<file path="src/rtl/sf_rmw.sv">
`default_nettype none
// ============================================================================
// Module      : sf_rmw
// Description : Sub-word store unit. A word store is written straight to
//               memory. A half or byte store reads the containing word, merges
//               the new lane(s) and writes the word back. Misaligned and
//               reserved-type requests are rejected without any memory access.
//
// Ports
//   clk        in   1   clock, all state updates on the rising edge
//   reset      in   1   synchronous active-high reset
//   start      in   1   store request, sampled only while ready=1
//   s_type     in   2   00 word, 01 half, 10 byte, 11 reserved
//   addr       in  32   byte address of the store
//   wdata      in  32   store data (low half/byte used for sub-word stores)
//   ready      out  1   high in IDLE only
//   done       out  1   one-cycle completion pulse
//   misalign   out  1   qualifies done: request was rejected
//   mem_addr   out 32   word address {addr_q[31:2],2'b00}
//   mem_re     out  1   word read strobe, data valid the following cycle
//   mem_rdata  in  32   word read data
//   mem_we     out  1   word write strobe, commits at the end of the cycle
//   mem_wdata  out 32   merged word to write
//
// Revision    : 1.0 - initial release
// ============================================================================
module sf_rmw (
  input  logic        clk,
  input  logic        reset,
  input  logic        start,
  input  logic [1:0]  s_type,
  input  logic [31:0] addr,
  input  logic [31:0] wdata,
  output logic        ready,
  output logic        done,
  output logic        misalign,
  output logic [31:0] mem_addr,
  output logic        mem_re,
  input  logic [31:0] mem_rdata,
  output logic        mem_we,
  output logic [31:0] mem_wdata
);

  localparam logic [1:0] C_ST_WORD = 2'b00;
  localparam logic [1:0] C_ST_HALF = 2'b01;
  localparam logic [1:0] C_ST_BYTE = 2'b10;

  typedef enum logic [2:0] {
    S_IDLE    = 3'd0,
    S_READ    = 3'd1,
    S_CAPTURE = 3'd2,
    S_WRITE   = 3'd3,
    S_DONE    = 3'd4
  } state_t;

  state_t      r_state;

  // Request captured at acceptance, plus the word read back from memory.
  logic [1:0]  r_stype_q;
  logic [31:0] r_addr_q;
  logic [31:0] r_wdata_q;
  logic [31:0] r_rd_q;

  logic        r_ready;
  logic        r_done;
  logic        r_misalign;
  logic        r_mem_re;
  logic        r_mem_we;

  logic        w_misaligned;
  logic [31:0] w_merged;

  // Alignment is judged on the live inputs because it decides the very first
  // transition out of IDLE.
  always_comb begin
    w_misaligned = 1'b0;
    case (s_type)
      C_ST_WORD: w_misaligned = (addr[1:0] != 2'b00);
      C_ST_HALF: w_misaligned = addr[0];
      C_ST_BYTE: w_misaligned = 1'b0;
      default:   w_misaligned = 1'b1;
    endcase
  end

  // Write data is a pure function of the captured request and the read-back
  // word, all of them registers, so it is stable for the whole WRITE cycle.
  always_comb begin
    w_merged = r_rd_q;
    case (r_stype_q)
      C_ST_WORD: w_merged = r_wdata_q;
      C_ST_HALF: begin
        if (r_addr_q[1]) begin
          w_merged[31:16] = r_wdata_q[15:0];
        end else begin
          w_merged[15:0]  = r_wdata_q[15:0];
        end
      end
      default: begin
        case (r_addr_q[1:0])
          2'b00:   w_merged[7:0]   = r_wdata_q[7:0];
          2'b01:   w_merged[15:8]  = r_wdata_q[7:0];
          2'b10:   w_merged[23:16] = r_wdata_q[7:0];
          default: w_merged[31:24] = r_wdata_q[7:0];
        endcase
      end
    endcase
  end

  always_ff @(posedge clk) begin
    if (reset) begin
      r_state    <= S_IDLE;
      r_stype_q  <= 2'b00;
      r_addr_q   <= 32'h0;
      r_wdata_q  <= 32'h0;
      r_rd_q     <= 32'h0;
      r_ready    <= 1'b1;
      r_done     <= 1'b0;
      r_misalign <= 1'b0;
      r_mem_re   <= 1'b0;
      r_mem_we   <= 1'b0;
    end else begin
      // Strobes default low so each one lasts exactly one cycle.
      r_done     <= 1'b0;
      r_misalign <= 1'b0;
      r_mem_re   <= 1'b0;
      r_mem_we   <= 1'b0;

      case (r_state)
        S_IDLE: begin
          if (start) begin
            r_stype_q <= s_type;
            r_addr_q  <= addr;
            r_wdata_q <= wdata;
            r_ready   <= 1'b0;
            if (w_misaligned) begin
              r_state    <= S_DONE;
              r_done     <= 1'b1;
              r_misalign <= 1'b1;
            end else if (s_type == C_ST_WORD) begin
              r_state  <= S_WRITE;
              r_mem_we <= 1'b1;
            end else begin
              r_state  <= S_READ;
              r_mem_re <= 1'b1;
            end
          end
        end

        // Read data appears one cycle after the strobe, i.e. during CAPTURE.
        S_READ: begin
          r_state <= S_CAPTURE;
        end

        S_CAPTURE: begin
          r_rd_q   <= mem_rdata;
          r_mem_we <= 1'b1;
          r_state  <= S_WRITE;
        end

        S_WRITE: begin
          r_done  <= 1'b1;
          r_state <= S_DONE;
        end

        S_DONE: begin
          r_ready <= 1'b1;
          r_state <= S_IDLE;
        end

        default: begin
          r_ready <= 1'b1;
          r_state <= S_IDLE;
        end
      endcase
    end
  end

  assign ready     = r_ready;
  assign done      = r_done;
  assign misalign  = r_misalign;
  assign mem_re    = r_mem_re;
  assign mem_we    = r_mem_we;
  assign mem_addr  = {r_addr_q[31:2], 2'b00};
  assign mem_wdata = w_merged;

endmodule
`default_nettype wire
</file>
<file path="config.mk">
export PLATFORM = sky130hd
export DESIGN_NAME = sf_rmw
export DESIGN_NICKNAME = d
export VERILOG_FILES = /design/src/rtl/sf_rmw.sv
export SDC_FILE = /design/constraint.sdc
export NUM_CORES = 1
export LEC_CHECK = 0
export CAP_MARGIN = 20
export CORE_ASPECT_RATIO = 0.6
export CORE_MARGIN = 5
export CORE_UTILIZATION = 48
export DETAILED_ROUTE_END_ITERATION = 7
export PLACE_DENSITY_LB_ADDON = 0.1
export SYNTH_ARGS = -nofsm -noshare
export SYNTH_HDL_FRONTEND = slang
export SYNTH_SLANG_ARGS = --single-unit
</file>
<file path="constraint.sdc">
create_clock -name clk -period 4.7 [get_ports clk]
set_input_delay 1.41 -clock clk [delete_from_list [all_inputs] [get_ports clk]]
set_output_delay 1.41 -clock clk [all_outputs]
set_load 0.02 [all_outputs]
</file>
==> flow_metrics.env, run 1 <==
export IMPL_status="finished clean"
export IMPL_finClkSkew_ns=0.00722
export IMPL_setup_slack_ns=0.547
export IMPL_wl_per_cell_um=16.1
export IMPL_worstPathArrival_ns=2.74
export IMPL_post_layout_nonfiller_instances=842
export IMPL_design_area_um2=6450
export IMPL_clockBufferDepth=2
export IMPL_num_fill_cells=764
export IMPL_place_area_um2=6160
export IMPL_final_seq_area_um2=2120
export IMPL_vias_per_cell=5.21
export IMPL_power_leakage_nw=2.38
export IMPL_ant_nets=0
export IMPL_holdCritPathClass="register to register"
export IMPL_die_x_um=137
export IMPL_p_per_area_nw_per_um2=356
export IMPL_ys_seq_area_share_pct=45.3
export IMPL_slew_headroom_pct=34.4
export IMPL_grt_max_degree=59
export IMPL_grt_pass1_wl_mm=21.5
export IMPL_tightestPinTransition_ns=0.984
export IMPL_multiInputGateArea_um2=2160
export IMPL_clock_latency_ns=0.35
export IMPL_synth_cell_type_count=29
export IMPL_finalSetupViolCount=0
export IMPL_cts_setup_buffers=0
export IMPL_ir_worst_vdd_mv=0.226
export IMPL_yosys_register_bits=106
export IMPL_rsz0062_at_grt="no"
export IMPL_finalCriticalPeriod_ns=4.15
export IMPL_ctsResizeCount=0
export IMPL_worst_hold_slack_ns=0.453
export IMPL_final_period_utilization_pct=88.4
export IMPL_area_growth_pct=37.9
export IMPL_hold_violations=0
export IMPL_max_freq_ghz=0.241
export IMPL_fin_nets=808
export IMPL_place_inst=826
export IMPL_grt_pass1_vias=4267
export IMPL_fin_setup_tns_ns=0
export IMPL_ff2ff_path_depth=4
export IMPL_grt_usage_pct=22.9
export IMPL_antenna_found_initial=0
export IMPL_cts_root_buffer="clkbuf_16"
export IMPL_cts_htree_levels=3
export IMPL_drv_slew=0
export IMPL_hpwl_mm=9.77
export IMPL_post_place_ws_ns=0.956
export IMPL_pin_count=170
export IMPL_die_y_um=86.5
export IMPL_die_area_um2=11900
export IMPL_core_area_um2=9360
export IMPL_endpoint_kind="primary output"
export IMPL_drc=0
export IMPL_design_power_total_mw=2.29
export IMPL_cp_required_ns=3.29
export IMPL_clk_pin_slew_ns=0.07
export IMPL_cp_start_kind="register"
export IMPL_post_route_util_pct=69.0
export IMPL_postCtsHoldBufs=0
export IMPL_cap_violations=0
export IMPL_cts_sinks=106
export IMPL_diodes=0
export IMPL_grt_ovfl_total=0
export IMPL_tritoncts_num_buffers=9
export IMPL_avgSynthCellArea_um2=7.88
export IMPL_port_buffers=167
export IMPL_place_gp_congestion=0.854
export IMPL_drtIter0Drc=226
export IMPL_critPathKind="register to primary output"
export IMPL_synth_warnings=0
export IMPL_crit_fanout=15
export IMPL_drt_pre_antenna_iters=4
export IMPL_num_rows=27
export IMPL_cts_tree="done"
export IMPL_initial_core_util_pct=50.0
export IMPL_hold_path_depth=2
export IMPL_synth_area_um2=4680
export IMPL_drt_total_wl_mm=13.6
export IMPL_routed_via_count=4386
export IMPL_drive_gt1_share_pct=5.90
export IMPL_syn_inst=594
## cell families (layout without fill, tap and decap cells)
logic type             count (synthesis)  count (layout)  synth area share [%]
DFF                                  106             106                  45.3
muxes                                 24              24                  5.56
and+or+nand+nor                      248             248                  21.9
other                                  1               2                0.0801
AOI/OAI and AO/OA                    142             142                  18.2
buffers and inverters                 73             190                  8.93
## worst max-delay path, cell delays in order (launching register included)
cell and delay [ns]:
dfxtp_1 0.75, o21ai_0 0.29, nand2_1 0.40, mux2_2 0.40, clkdlybuf4s50_1 0.55
## Yosys cell counts
cell | n | area, µm²
a2111oi_0 | 1 | 8.76
a211oi_1 | 9 | 67.6
a21boi_1 | 1 | 7.51
a21o_1 | 8 | 60.1
a21oi_1 | 102 | 510
a221o_1 | 16 | 160
a32o_1 | 2 | 20.0
and2_1 | 17 | 106
buf_2 | 13 | 65.1
buf_4 | 32 | 240
buf_6 | 1 | 11.3
clkbuf_1 | 27 | 101
conb_1 | 1 | 3.75
dfxtp_1 | 106 | 2120
mux2_2 | 16 | 180
mux2i_1 | 8 | 80.1
nand2_1 | 203 | 762
nand2b_1 | 4 | 25.0
nor2_1 | 15 | 56.3
nor2b_1 | 1 | 6.26
nor3_1 | 1 | 5.00
nor3b_1 | 1 | 7.51
nor4_1 | 1 | 6.26
nor4_2 | 1 | 12.5
nor4b_2 | 1 | 15.0
o21ai_0 | 3 | 15.0
or3_1 | 1 | 6.26
or3b_2 | 1 | 8.76
or4b_1 | 1 | 10.0
## final timing paths
kind	startpoint	to	slack, ns
worst min register to register	r_addr_q[17]	r_addr_q[17]	0.45
worst min-delay path	r_addr_q[17]	r_addr_q[17]	0.45
worst max-delay path	r_addr_q[1]	mem_wdata[0]	0.55
worst max register to register	r_state[0]	r_wdata_q[3]	2.41
## where the power goes
part           switching, mW  internal [mW]  leakage (nW)
Clock                  0.323          0.414         0.129
Combinational          0.279          0.257          1.39
Sequential            0.0564          0.966         0.867
## state kept, by name (all words and copies together), names as in the netlist
register   flops
r_addr_q      32
r_rd_q        32
r_wdata_q     32
r_state        3
r_stype_q      2
done           1
mem_re         1
mem_we         1
misalign       1
ready          1
## cell usage in the layout, fill, tap and decap left out, types with 2 or more instances in the layout
| master | n |
|---|---|
| and2_1 | 17 |
| conb_1 | 2 |
| mux2i_1 | 8 |
| nand2b_1 | 4 |
| clkbuf_16 | 9 |
| a21o_1 | 8 |
| o21ai_0 | 3 |
| clkinvlp_4 | 3 |
| clkdlybuf4s50_1 | 166 |
| clkbuf_1 | 3 |
| a211oi_1 | 9 |
| buf_4 | 8 |
| dfxtp_1 | 106 |
| nor2_1 | 15 |
| a21oi_1 | 102 |
| nand2_1 | 203 |
| a32o_1 | 2 |
| mux2_2 | 16 |
| a221o_1 | 16 |
## final cells by class
cell class	count	share of cell area, %
timing repair buffer	174	26.7
clock buffer	12	3.66
sequential	106	32.9
tap	130	2.52
multi-input combinational	416	33.4
clock inverter	4	0.814
## metal layers
layer	part of all wire (%)	GRT usage, %	wire [µm]
met4	1.2	5.62	157
met1	45	31.8	6110
met3	11	8.00	1430
met5	0	0	0
met2	43	34.2	5880
Power figures use the tool's default switching activity.
==> inputs of run 2 (changes only) <==
--- a/config.mk
+++ b/config.mk
@@ -8,7 +8,8 @@
 export CAP_MARGIN = 20
 export CORE_ASPECT_RATIO = 0.6
 export CORE_MARGIN = 5
-export CORE_UTILIZATION = 48
+export CORE_UTILIZATION = 50
+export CTS_BUF_LIST = sky130_fd_sc_hd__clkbuf_8
 export DETAILED_ROUTE_END_ITERATION = 7
 export PLACE_DENSITY_LB_ADDON = 0.1
 export SYNTH_ARGS = -nofsm -noshare
==> flow_metrics.env, run 2 (same netlist as run 1, synthesis figures left out) <==
export IMPL_holdCritPathClass="register to register"
export IMPL_finClkSkew_ns=0.0133
export IMPL_max_freq_ghz=0.236
export IMPL_drtIter0Drc=284
export IMPL_grt_pass1_wl_mm=21.5
export IMPL_finalCriticalPeriod_ns=4.23
export IMPL_ant_nets=0
export IMPL_grt_ovfl_total=0
export IMPL_critPathKind="register to primary output"
export IMPL_status="finished clean"
export IMPL_hold_violations=0
export IMPL_crit_buf_inv=2
export IMPL_drt_pre_antenna_iters=5
export IMPL_worstPathArrival_ns=2.82
export IMPL_vias_per_cell=5.25
export IMPL_num_rows=27
export IMPL_fin_nets=806
export IMPL_ctsResizeCount=0
export IMPL_cp_start_kind="register"
export IMPL_power_leakage_nw=2.34
export IMPL_cts_htree_levels=3
export IMPL_rsz0062_at_grt="no"
export IMPL_grt_usage_pct=23.5
export IMPL_drv_slew=0
export IMPL_finalSetupViolCount=0
export IMPL_drive_gt1_share_pct=5.77
export IMPL_ir_worst_vdd_mv=0.189
export IMPL_antenna_found_initial=0
export IMPL_diodes=0
export IMPL_grt_pass1_vias=4189
export IMPL_path_cells="buf_4 > nor2_1 > a21oi_1 > a221o_1 > clkdlybuf4s50_1"
export IMPL_hpwl_mm=9.59
export IMPL_area_growth_pct=35.3
export IMPL_cts_setup_buffers=0
export IMPL_die_x_um=135
export IMPL_ff2ff_path_depth=4
export IMPL_drt_total_wl_mm=13.4
export IMPL_design_power_total_mw=2.07
export IMPL_clock_latency_ns=0.38
export IMPL_setup_slack_ns=0.470
export IMPL_cts_sinks=106
export IMPL_cts_tree="done"
export IMPL_final_period_utilization_pct=90.0
export IMPL_slowest_stage="clkdlybuf4s50_1"
export IMPL_mostFrequentLayoutCells="nand2_1 (203), clkdlybuf4s50_1 (166), dfxtp_1 (106), a21oi_1 (102), and2_1 (17)"
export IMPL_top_regs="r_addr_q (32), r_rd_q (32), r_wdata_q (32)"
export IMPL_place_area_um2=6160
export IMPL_crit_fanout=12
export IMPL_pin_count=170
export IMPL_design_area_um2=6330
export IMPL_clk_pin_slew_ns=0.09
export IMPL_die_y_um=84.9
export IMPL_tritoncts_num_buffers=9
export IMPL_p_per_area_nw_per_um2=326
export IMPL_postCtsHoldBufs=0
export IMPL_routed_via_count=4407
export IMPL_cp_top_family="buffers and inverters"
export IMPL_place_gp_congestion=0.849
export IMPL_initial_core_util_pct=51.1
export IMPL_port_buffers=167
export IMPL_hold_path_depth=2
export IMPL_drc=0
export IMPL_post_place_ws_ns=0.875
export IMPL_grt_max_degree=104
export IMPL_slew_headroom_pct=28.2
export IMPL_cp_num_cells=5
export IMPL_die_area_um2=11500
export IMPL_critPathMaxStageDelay_ns=0.62
export IMPL_mostFrequentLayoutCell="nand2_1"
export IMPL_fin_setup_tns_ns=0
export IMPL_wl_per_cell_um=15.9
export IMPL_cp_required_ns=3.29
export IMPL_core_area_um2=9160
export IMPL_clockBufferDepth=2
export IMPL_tightestPinTransition_ns=1.08
export IMPL_endpoint_kind="primary output"
export IMPL_cap_violations=0
export IMPL_cts_root_buffer="clkbuf_8"
==> run 2: final cells by class <==
class	count	area [µm²]
clock buffers	10	138
clock inverters	6	35.0
well taps	130	163
flip-flops and latches	106	2120
fillers	771	2820
repair buffers	172	1720
multi-input cells	416	2160
==> run 2: layer usage <==
layer	part of all wire [%]	up-vias	routed length, µm	global-route usage, %
li1	-	2165	-	-
met1	44	2048	5930	31.8
met2	44	178	5920	35.3
met3	10	16	1390	9.60
met4	1.1	0	142	5.36
met5	0	-	0	0
==> run 2: path summary, 6_finish.rpt <==
check                           slack (ns)    startpoint             to
worst max-delay path                  0.47  r_stype_q[1]  mem_wdata[19]
worst min-delay path                  0.46  r_addr_q[25]   r_addr_q[25]
worst max register to register        2.48    r_state[0]  r_wdata_q[25]
worst min register to register        0.46  r_addr_q[25]   r_addr_q[25]
==> run 2: worst reg2reg max path: cells and delay by family (launching register included) <==
| family | cells | cell delay, ns |
|---|---|---|
| compound gates | 1 | 0.06 |
| buf+inv | 1 | 0.40 |
| flops | 1 | 0.44 |
| simple gates | 2 | 1.16 |
==> run 2: metrics by stage <==
| step | utilization (%) | hold slack [ns] | std cells |
|---|---|---|---|
| after floorplan | - | 0.432 | 595 |
| after global placement | 67.3 | 0.438 | 824 |
| after detailed placement | 67.3 | 0.445 | 824 |
| after CTS | 69.2 | 0.460 | 840 |
| after global routing | 69.2 | 0.478 | 840 |
| final | 69.2 | 0.456 | 840 |
==> run 2: power by group <==
group / leakage [nW] / total (mW) / internal, mW / switching [mW]
sequential: 0.867 / 1.02 / 0.965 / 0.0594
combinational: 1.38 / 0.531 / 0.259 / 0.272
clock: 0.0869 / 0.511 / 0.203 / 0.308
total: 2.34 / 2.07 / 1.43 / 0.640
==> edit, RTL diff (flow settings as in run 2) <==
Encoding of `state_t`: now Gray code (3 bits for 5 states).
--- a/src/rtl/sf_rmw.sv
+++ b/src/rtl/sf_rmw.sv
@@ -46,11 +46,11 @@
   localparam logic [1:0] C_ST_BYTE = 2'b10;
 
   typedef enum logic [2:0] {
-    S_IDLE    = 3'd0,
-    S_READ    = 3'd1,
-    S_CAPTURE = 3'd2,
-    S_WRITE   = 3'd3,
-    S_DONE    = 3'd4
+    S_IDLE    = 3'b000,
+    S_READ    = 3'b001,
+    S_CAPTURE = 3'b011,
+    S_WRITE   = 3'b010,
+    S_DONE    = 3'b110
   } state_t;
 
   state_t      r_state;
Formal check against the unedited RTL: same outputs for any inputs over 4 cycles, from zero or initial values and one cycle with reset high; so few cycles prove little.
==> edit against run 2 <==
  * Power down 2.4%
  * Worst setup slack worse by 9.3 ps
  * First-iteration DRC count is 2.8% lower
  * Sequential cell count did not move
  * Clock power grew 1%
  * Wire length rose by 1.3%
  * Utilization is essentially flat
  * Area after synthesis is 0.27% higher
  * Synthesized cell count is 0.34% higher
  * Cell count grew 0.48%
  * Global-route usage down 0.25 points
  * Cell area about the same
  * Largest power group unchanged
==> edit: results <==
<?xml version="1.0" encoding="UTF-8"?>
<metrics>
  <group name="run_status">
    <metric name="run_status" unit="">finished, final reports clean</metric>
  </group>
  <group name="detailed_routing">
    <metric name="detail_route.wirelength" unit="um">13560</metric>
    <metric name="dr.pass1.iters" unit="">5</metric>
    <metric name="vias_per_cell" unit="">5.231</metric>
    <metric name="drt_first_iter_violations" unit="">276</metric>
  </group>
  <group name="global_routing">
    <metric name="vias_in_the_first_global_route" unit="">4257</metric>
    <metric name="grt_pass1_wl" unit="um">21330</metric>
    <metric name="groute.usage.overall" unit="">0.2326</metric>
    <metric name="pin_count_of_the_biggest_net_entering_global_routing" unit="">106</metric>
  </group>
  <group name="critical_path">
    <metric name="critical_path_peak_fanout" unit="">18</metric>
    <metric name="cp.arrival" unit="ps">2830</metric>
  </group>
  <group name="power_and_ir_drop">
    <metric name="power.ir.vdd_worst" unit="mV">0.1835</metric>
    <metric name="cellLeakagePower" unit="nW">2.293</metric>
    <metric name="p_sw" unit="W">0.0006260</metric>
  </group>
  <group name="cells_and_area">
    <metric name="design.final.nets" unit="">810</metric>
    <metric name="largestRegisters" unit="">r_addr_q x32, r_rd_q x32, r_wdata_q x32</metric>
    <metric name="layout-drive-gt1-share" unit="">0.05882</metric>
  </group>
  <group name="placement">
    <metric name="gpl.final_weighted_congestion" unit="">0.8457</metric>
    <metric name="detailed_place_hpwl" unit="um">9589</metric>
    <metric name="dpl-instance-area" unit="sq um">6161</metric>
  </group>
  <group name="synthesis">
    <metric name="synth_top_cells_by_count" unit="">sky130_fd_sc_hd__nand2_1, sky130_fd_sc_hd__dfxtp_1, sky130_fd_sc_hd__a21oi_1</metric>
    <metric name="yosys-top-cells-area" unit="">sky130_fd_sc_hd__dfxtp_1, sky130_fd_sc_hd__nand2_1, sky130_fd_sc_hd__a21oi_1</metric>
    <metric name="post_synth_num_cell_types" unit="">32</metric>
    <metric name="synth_seq_area_share" unit="">0.4521</metric>
  </group>
  <group name="timing">
    <metric name="relSlewSlack" unit="">0.2761</metric>
  </group>
</metrics>
==> edit: cell types whose count changed after synthesis, sizes merged, moves of 2 or more <==
cell and change:
nor2 -4, nand2 +3, nor3 +3, a32o -2, buf -2
==> edit: logic make-up (layout without fill, tap and decap cells) <==
| group | count (synthesis) | after routing | synth area share |
|---|---|---|---|
| buffers and inverters | 72 | 189 | 0.08984 |
| multiplexers | 25 | 25 | 0.05758 |
| flip-flops | 106 | 106 | 0.4521 |
| AND/OR/NAND/NOR | 249 | 249 | 0.2189 |
| other | 1 | 2 | 0.0007990 |
| AO/OA/AOI/OAI | 143 | 143 | 0.1808 |
==> edit: through the flow <==
step	setup slack, ps	hold slack (ps)	instances
final	461.0	455.9	844
after floorplan	1875	431.7	597
after global routing	333.5	480.1	844
after global placement	1008	439.9	828
after detailed placement	916.1	446.5	828
after CTS	474.3	458.9	844
==> edit: critical path: stages, from the launching register on <==
cell and delay, ps:
sky130_fd_sc_hd__dfxtp_1 860, sky130_fd_sc_hd__o21ai_0 260, sky130_fd_sc_hd__nand2_1 390, sky130_fd_sc_hd__mux2_2 390, sky130_fd_sc_hd__clkdlybuf4s50_1 550
==> edit: path summary, 6_finish.rpt <==
check,from,to,cells past startpoint
worst min-delay path,r_addr_q[24],r_addr_q[24],2
worst max register to register,r_state[2],r_addr_q[1],4
worst max-delay path,r_addr_q[1],mem_wdata[4],4
worst min register to register,r_addr_q[24],r_addr_q[24],2
==> edit: cell type report <==
class / instances / area [sq um]
well taps: 130 / 162.7
fillers: 774 / 2818
multi-input cells: 419 / 2162
flip-flops and latches: 106 / 2122
repair buffers: 173 / 1714
clock inverters: 7 / 52.55
clock buffers: 9 / 123.9
==> edit: layer usage <==
layer | global-route usage | up-vias | routed length (um)
li1 | - | 2177 | -
met1 | 0.3161 | 2046 | 6031
met2 | 0.3519 | 171 | 5929
met3 | 0.08709 | 21 | 1385
met4 | 0.05855 | 0 | 211
met5 | 0 | - | 0
==> edit: power by group through the flow <==
| stage | clock network, W | logic [W] | registers, W |
|---|---|---|---|
| after floorplan | 0 | 0.000299 | 0.00101 |
| after global placement | 0 | 0.000481 | 0.00103 |
| after detailed placement | 0 | 0.000491 | 0.00103 |
| after CTS | 0.000525 | 0.000493 | 0.00101 |
| after global routing | 0.000572 | 0.000530 | 0.00102 |
| final | 0.000516 | 0.000490 | 0.00101 |
